**config.mk**
```make
export PLATFORM = sky130hd
export DESIGN_NAME = imem_boot_loader
export DESIGN_NICKNAME = d
export VERILOG_FILES = /design/src/rtl/boot_pkg.sv /design/src/rtl/imem_boot_loader.sv
export SDC_FILE = /design/constraint.sdc
export NUM_CORES = 1
export LEC_CHECK = 0
export ABC_AREA = 1
export BUFFER_PORTS_ARGS = -buffer_cell sky130_fd_sc_hd__buf_2
export CAP_MARGIN = 20
export CORE_MARGIN = 2
export CORE_UTILIZATION = 50
export CTS_BUF_LIST = sky130_fd_sc_hd__clkbuf_8 sky130_fd_sc_hd__clkbuf_16
export DETAILED_ROUTE_END_ITERATION = 10
export PLACE_DENSITY_LB_ADDON = 0.15
export SYNTH_ARGS = -nofsm -noshare
export SYNTH_HDL_FRONTEND = slang
export SYNTH_SLANG_ARGS = --single-unit
export TNS_END_PERCENT = 30
```
**constraint.sdc**
```tcl
create_clock -name clk -period 4.3 [get_ports clk]
set_input_delay 0.645 -clock clk [delete_from_list [all_inputs] [get_ports clk]]
set_output_delay 0.645 -clock clk [all_outputs]
set_load 0.1 [all_outputs]
```
**src/rtl/boot_pkg.sv**
```systemverilog
// Shared types and constants for the instruction-memory boot loader.
package boot_pkg;

  typedef enum logic [1:0] {
    LOAD    = 2'd0,
    RELEASE = 2'd1,
    RUN     = 2'd2,
    DONE    = 2'd3
  } boot_state_e;

  localparam int unsigned DEFAULT_ADDR_W = 10;
  localparam int unsigned DEFAULT_DATA_W = 32;
  localparam logic [31:0] HALT_INSN_EBREAK = 32'h00100073;

endpackage

```
**src/rtl/imem_boot_loader.sv**
```systemverilog
// Streams a program into instruction memory, then releases the core and
// watches its fetch stream for the halt instruction or budget exhaustion.
module imem_boot_loader
  import boot_pkg::*;
#(
  parameter int unsigned         ADDR_W     = DEFAULT_ADDR_W,
  parameter int unsigned         DATA_W     = DEFAULT_DATA_W,
  parameter logic [DATA_W-1:0]   HALT_INSN  = DATA_W'(HALT_INSN_EBREAK),
  parameter int unsigned         MAX_CYCLES = 10000
) (
  input  logic              clk,
  input  logic              rst,
  input  logic              s_valid,
  output logic              s_ready,
  input  logic [DATA_W-1:0] s_data,
  input  logic              s_last,
  output logic              imem_we,
  output logic [ADDR_W-1:0] imem_addr,
  output logic [DATA_W-1:0] imem_wdata,
  output logic              core_rst_n,
  input  logic [DATA_W-1:0] core_insn,
  output logic [ADDR_W:0]   words_loaded,
  output logic [31:0]       cycle_count,
  output logic              load_overflow,
  output logic              run_complete,
  output logic              timeout
);

  localparam logic [ADDR_W-1:0] PTR_MAX    = {ADDR_W{1'b1}};
  localparam logic [ADDR_W:0]   WORDS_MAX  = {1'b1, {ADDR_W{1'b0}}};
  localparam logic [31:0]       LAST_CYCLE = 32'(MAX_CYCLES - 1);

  boot_state_e       state;
  boot_state_e       state_next;
  logic [ADDR_W-1:0] wr_ptr;
  logic              hs;
  logic              ptr_full;
  logic              halt_seen;
  logic              budget_end;

  // Next-state decode; halt takes priority over budget exhaustion.
  always_comb begin
    state_next = state;
    hs         = s_valid & s_ready;
    ptr_full   = (wr_ptr == PTR_MAX);
    halt_seen  = (core_insn == HALT_INSN);
    budget_end = (cycle_count == LAST_CYCLE);
    unique case (state)
      LOAD:    if (hs && (s_last || ptr_full)) state_next = RELEASE;
      RELEASE: state_next = RUN;
      RUN:     if (halt_seen || budget_end) state_next = DONE;
      DONE:    state_next = DONE;
      default: state_next = LOAD;
    endcase
  end

  // State, counters and registered outputs.
  always_ff @(posedge clk or posedge rst) begin
    if (rst) begin
      state         <= LOAD;
      s_ready       <= 1'b0;
      imem_we       <= 1'b0;
      imem_addr     <= '0;
      imem_wdata    <= '0;
      core_rst_n    <= 1'b0;
      wr_ptr        <= '0;
      words_loaded  <= '0;
      cycle_count   <= '0;
      load_overflow <= 1'b0;
      run_complete  <= 1'b0;
      timeout       <= 1'b0;
    end else begin
      state   <= state_next;
      imem_we <= 1'b0;
      unique case (state)
        LOAD: begin
          s_ready <= (state_next == LOAD);
          if (hs) begin
            imem_we    <= 1'b1;
            imem_addr  <= wr_ptr;
            imem_wdata <= s_data;
            wr_ptr     <= wr_ptr + ADDR_W'(1);
            if (words_loaded != WORDS_MAX) words_loaded <= words_loaded + (ADDR_W+1)'(1);
            if (ptr_full && !s_last) load_overflow <= 1'b1;
          end
        end
        RELEASE: begin
          s_ready    <= 1'b0;
          core_rst_n <= 1'b1;
        end
        RUN: begin
          if (halt_seen)       run_complete <= 1'b1;
          else if (budget_end) timeout      <= 1'b1;
          else                 cycle_count  <= cycle_count + 32'd1;
        end
        DONE: begin
        end
        default: begin
        end
      endcase
    end
  end

endmodule
```
==> key figures <==
Finish
  – Fin util: 0.614
  – Synthesis-to-finish area growth: 18.8%
  – Layout cell share with drive strength beyond 1: 0.214
  – ANT cells: 0
  – Final #Nets: 1007

Clocking
  – Cts bufs inserted: 9
  – Total number of H-tree levels: 3
  – # hold bufs at CTS: 0
  – Post-cts sizing count: 0
  – Worst-Skew Late Latency: between 0.3 and 0.4 ns
  – CTS tree: yes
  – Bufs on Longest Clock Path: 2
  – Clock-pin slew on the worst setup and hold paths: about 0.10 ns
  – Post-CTS Setup Bufs: 0
  – Clock Sinks: ~100
  – Root Driver: clkbuf_8

Yosys
  – Yosys cell types: 28
  – Post-synthesis async set-or-reset flop share: 1.00
  – Yosys reg bits: 103
  – Yosys warning count: 0
  – Post-synthesis cell count: 780
  – Sequential-to-total area share from yosys stat: 0.458
  – Post-synth EDFFs: 0
  – Post-Syn Nets: 852
  – Mapped Area: 5630 um^2
  – Avg Cell Area, Syn: 7.21 um^2
  – Post-synth top flop: dfrtp_1

Floorplanning
  – DIE AREA: 12100 um^2
  – Standard-cell rows: 38
  – IO Pins: 159
  – Die Wd: 110 um
  – Core area: around 11000 um^2
  – Die Y: 110 um
  – Initial Utilization: 0.517

Route
  – Drt initial violations: 246
  – ANT nets after route: 0
  – Post-Route WL: about 14 mm
  – DR WL/cell: around 13 um
  – DRC violations left: 0
  – DR vias/cell: about 5
  – Routed vias: about 5300
  – DR pass1 iterations: 5

Global route
  – Vias in the first global route: about 4700
  – Largest net degree at the start of global routing: 83
  – First-pass GRT wire length: roughly 22 mm
  – Total global-route track usage: 0.230
  – Initial antenna violation count: 0
  – Total gr overflow: 0

Power and ir drop
  – Flop pwr share: 0.310
  – P_sw: 0.00283 W
  – Clock share of power: 0.118
  – Power Density: 699 nW/um^2
  – Switching power share of the total: 0.605
  – Total leakage power: around 3.7 nW
  – Int Pwr: 0.00185 W
  – VDD IR max: between 0.0006 and 0.0007 V
  – Combinational fraction of design power: 0.572

Min path
  – Hold Crit Class: in -> async

STA
  – Worst slew margin relative to its limit: 0.517
  – Post-Route Skew: 0.0112 ns
  – Fin. Hold Viols: 0
  – Fmax: 0.476 GHz
  – Final period util: 0.488
  – Post-route minimum period: 2.10 ns
  – Slew Viols, Final: 0
  – Final setup fails: 0
  – Least-Margin Pin Slew: 0.724 ns
  – Setup TNS Final: 0 ns
  – Unrepaired setup endpoints after global routing: no

Critical path
  – Critical Path Fanout Max: 18
  – Worst Setup End Kind: flip-flop
  – Worst R2R Path Depth: 9
  – Reg2Reg Setup Slack: 2.20 ns
  – Slowest cell delay on critical path: 0.57 ns
  – Setup crit start kind: flip-flop
  – Kind of critical path: reg -> reg
  – Slowest CP cell: nor2_2
  – Arrival @ worst endpoint: 2.41 ns
  – Reg-to-reg endpoint: cycle_count[22]
  – Start of the worst register-to-register path: cycle_count[0]
  – Data required, critical path: 4.61 ns
  – Crit path cell chain: ha_1 -> nand3_1 -> nor2_1 -> nand2_1 -> nor2_1 -> nor2_2 -> buf_8 -> nand3_1 -> nand2_1

Placed design
  – DP HPWL: between 10 and 15 mm
  – Number of I/O port buffers: 158
  – Gp weighted congestion: between 0.9 and 1

Job
  – Max cap viols: 0

Run status
  – Status: completed
==> cell usage after synthesis, types with 2 or more instances <==
library cell,instances,area [um^2]
nand3_1,45,225
nand4_1,11,68.8
ha_1,4,50.1
dfrtp_1,103,2580
xnor2_1,8,70.1
nor2_1,111,417
nand2_1,344,1290
nand3b_1,14,105
buf_8,2,30.0
buf_6,3,33.8
o21bai_1,3,22.5
buf_2,2,10.0
o21ai_0,13,65.1
clkbuf_1,9,33.8
inv_1,49,184
xor2_1,21,184
nand2_2,11,68.8
nor2_2,8,50.1
nor3_1,8,40.0
and2_1,3,18.8
==> how the worst max path moves through the flow <==
stage | end | slack [ns] | from
2_1_floorplan | core_rst_n | 0.95 | rst
3_3_place_gp | cycle_count[15] | 1.97 | core_insn[1]
3_5_place_dp | s_ready | 2.01 | s_valid
4_1_cts | s_ready | 2.18 | state[0]
5_1_grt | s_ready | 2.00 | state[0]
6_report | cycle_count[22] | 2.20 | cycle_count[0]
==> cell usage in the layout, fill, tap and decap left out, types with 2 or more instances in the layout <==
cell	Yosys	routed
ha_1	4	4
nand2_1	344	344
xor2_1	21	21
and2_1	3	3
nor3_1	8	8
nand4_1	11	11
nor2_2	8	8
nand2_2	11	11
o21bai_1	3	3
nor2_1	111	111
nand3b_1	14	14
o21ai_0	13	13
dfrtp_1	103	103
xnor2_1	8	8
clkbuf_8	0	9
inv_6	0	2
buf_2	2	158
buf_4	1	3
nand3_1	45	45
inv_1	49	49
==> cell type report <==
class / count / area (um^2)
clock inverters: 6 / 45.0
multi-input cells: 608 / 2720
repair buffers: 163 / 848
well taps: 140 / 175
inverters: 50 / 190
clock buffers: 9 / 124
fillers: 1057 / 4210
flip-flops and latches: 103 / 2580
==> sequential cells by signal (all words and copies together) (netlist names) <==
name and count:
timeout 1, core_rst_n 1, words_loaded 11, load_overflow 1
cycle_count 32, state 2, imem_we 1, imem_wdata 32
wr_ptr 10, imem_addr 10, s_ready 1, run_complete 1
==> stage by stage <==
step / cells / hold slack, ns / setup slack [ns] / power [W] / instance area (um^2)
after floorplan: 780 / 0.463 / 0.951 / 0.00373 / 5630
after global placement: 1062 / 0.434 / 1.97 / 0.00413 / 6480
after detailed placement: 1063 / 0.448 / 2.01 / 0.00414 / 6490
after CTS: 1078 / 0.437 / 2.18 / 0.00471 / 6660
after global routing: 1079 / 0.307 / 2.00 / 0.00490 / 6680
final: 1079 / 0.287 / 2.20 / 0.00467 / 6680
==> critical path: cells and delay by family (launching register included) <==
family,cells,cell delay (ns)
buf+inv,1,0.24
flops,1,0.45
fa+ha+maj,1,0.29
simple gates,7,1.06
==> metal layers <==
layer / share of wire / global-route usage / vias up
met5: 0 / 0 / -
met4: 0.014 / 0.0579 / 0
met3: 0.068 / 0.0506 / 17
met2: 0.46 / 0.374 / 163
met1: 0.45 / 0.313 / 2357
li1: - / - / 2713
==> power by group through the flow <==
stage	sequential, W	combinational (W)	clock (W)
after floorplan	0.00322	0.000505	0
after global placement	0.00147	0.00266	0
after detailed placement	0.00145	0.00269	0
after CTS	0.00145	0.00268	0.000574
after global routing	0.00149	0.00279	0.000616
final	0.00145	0.00267	0.000552
==> cell families after synthesis <==
family                     count (synthesis)  share of synthesized area
AOI/OAI and AO/OA                         17                     0.0169
xor gates and xnor gates                  29                     0.0451
adders and majority gates                  4                    0.00890
buffers and inverters                     69                     0.0580
DFF                                      103                      0.458
and+or+nand+nor                          558                      0.413
Note: power is estimated with default switching activity, not from simulation.
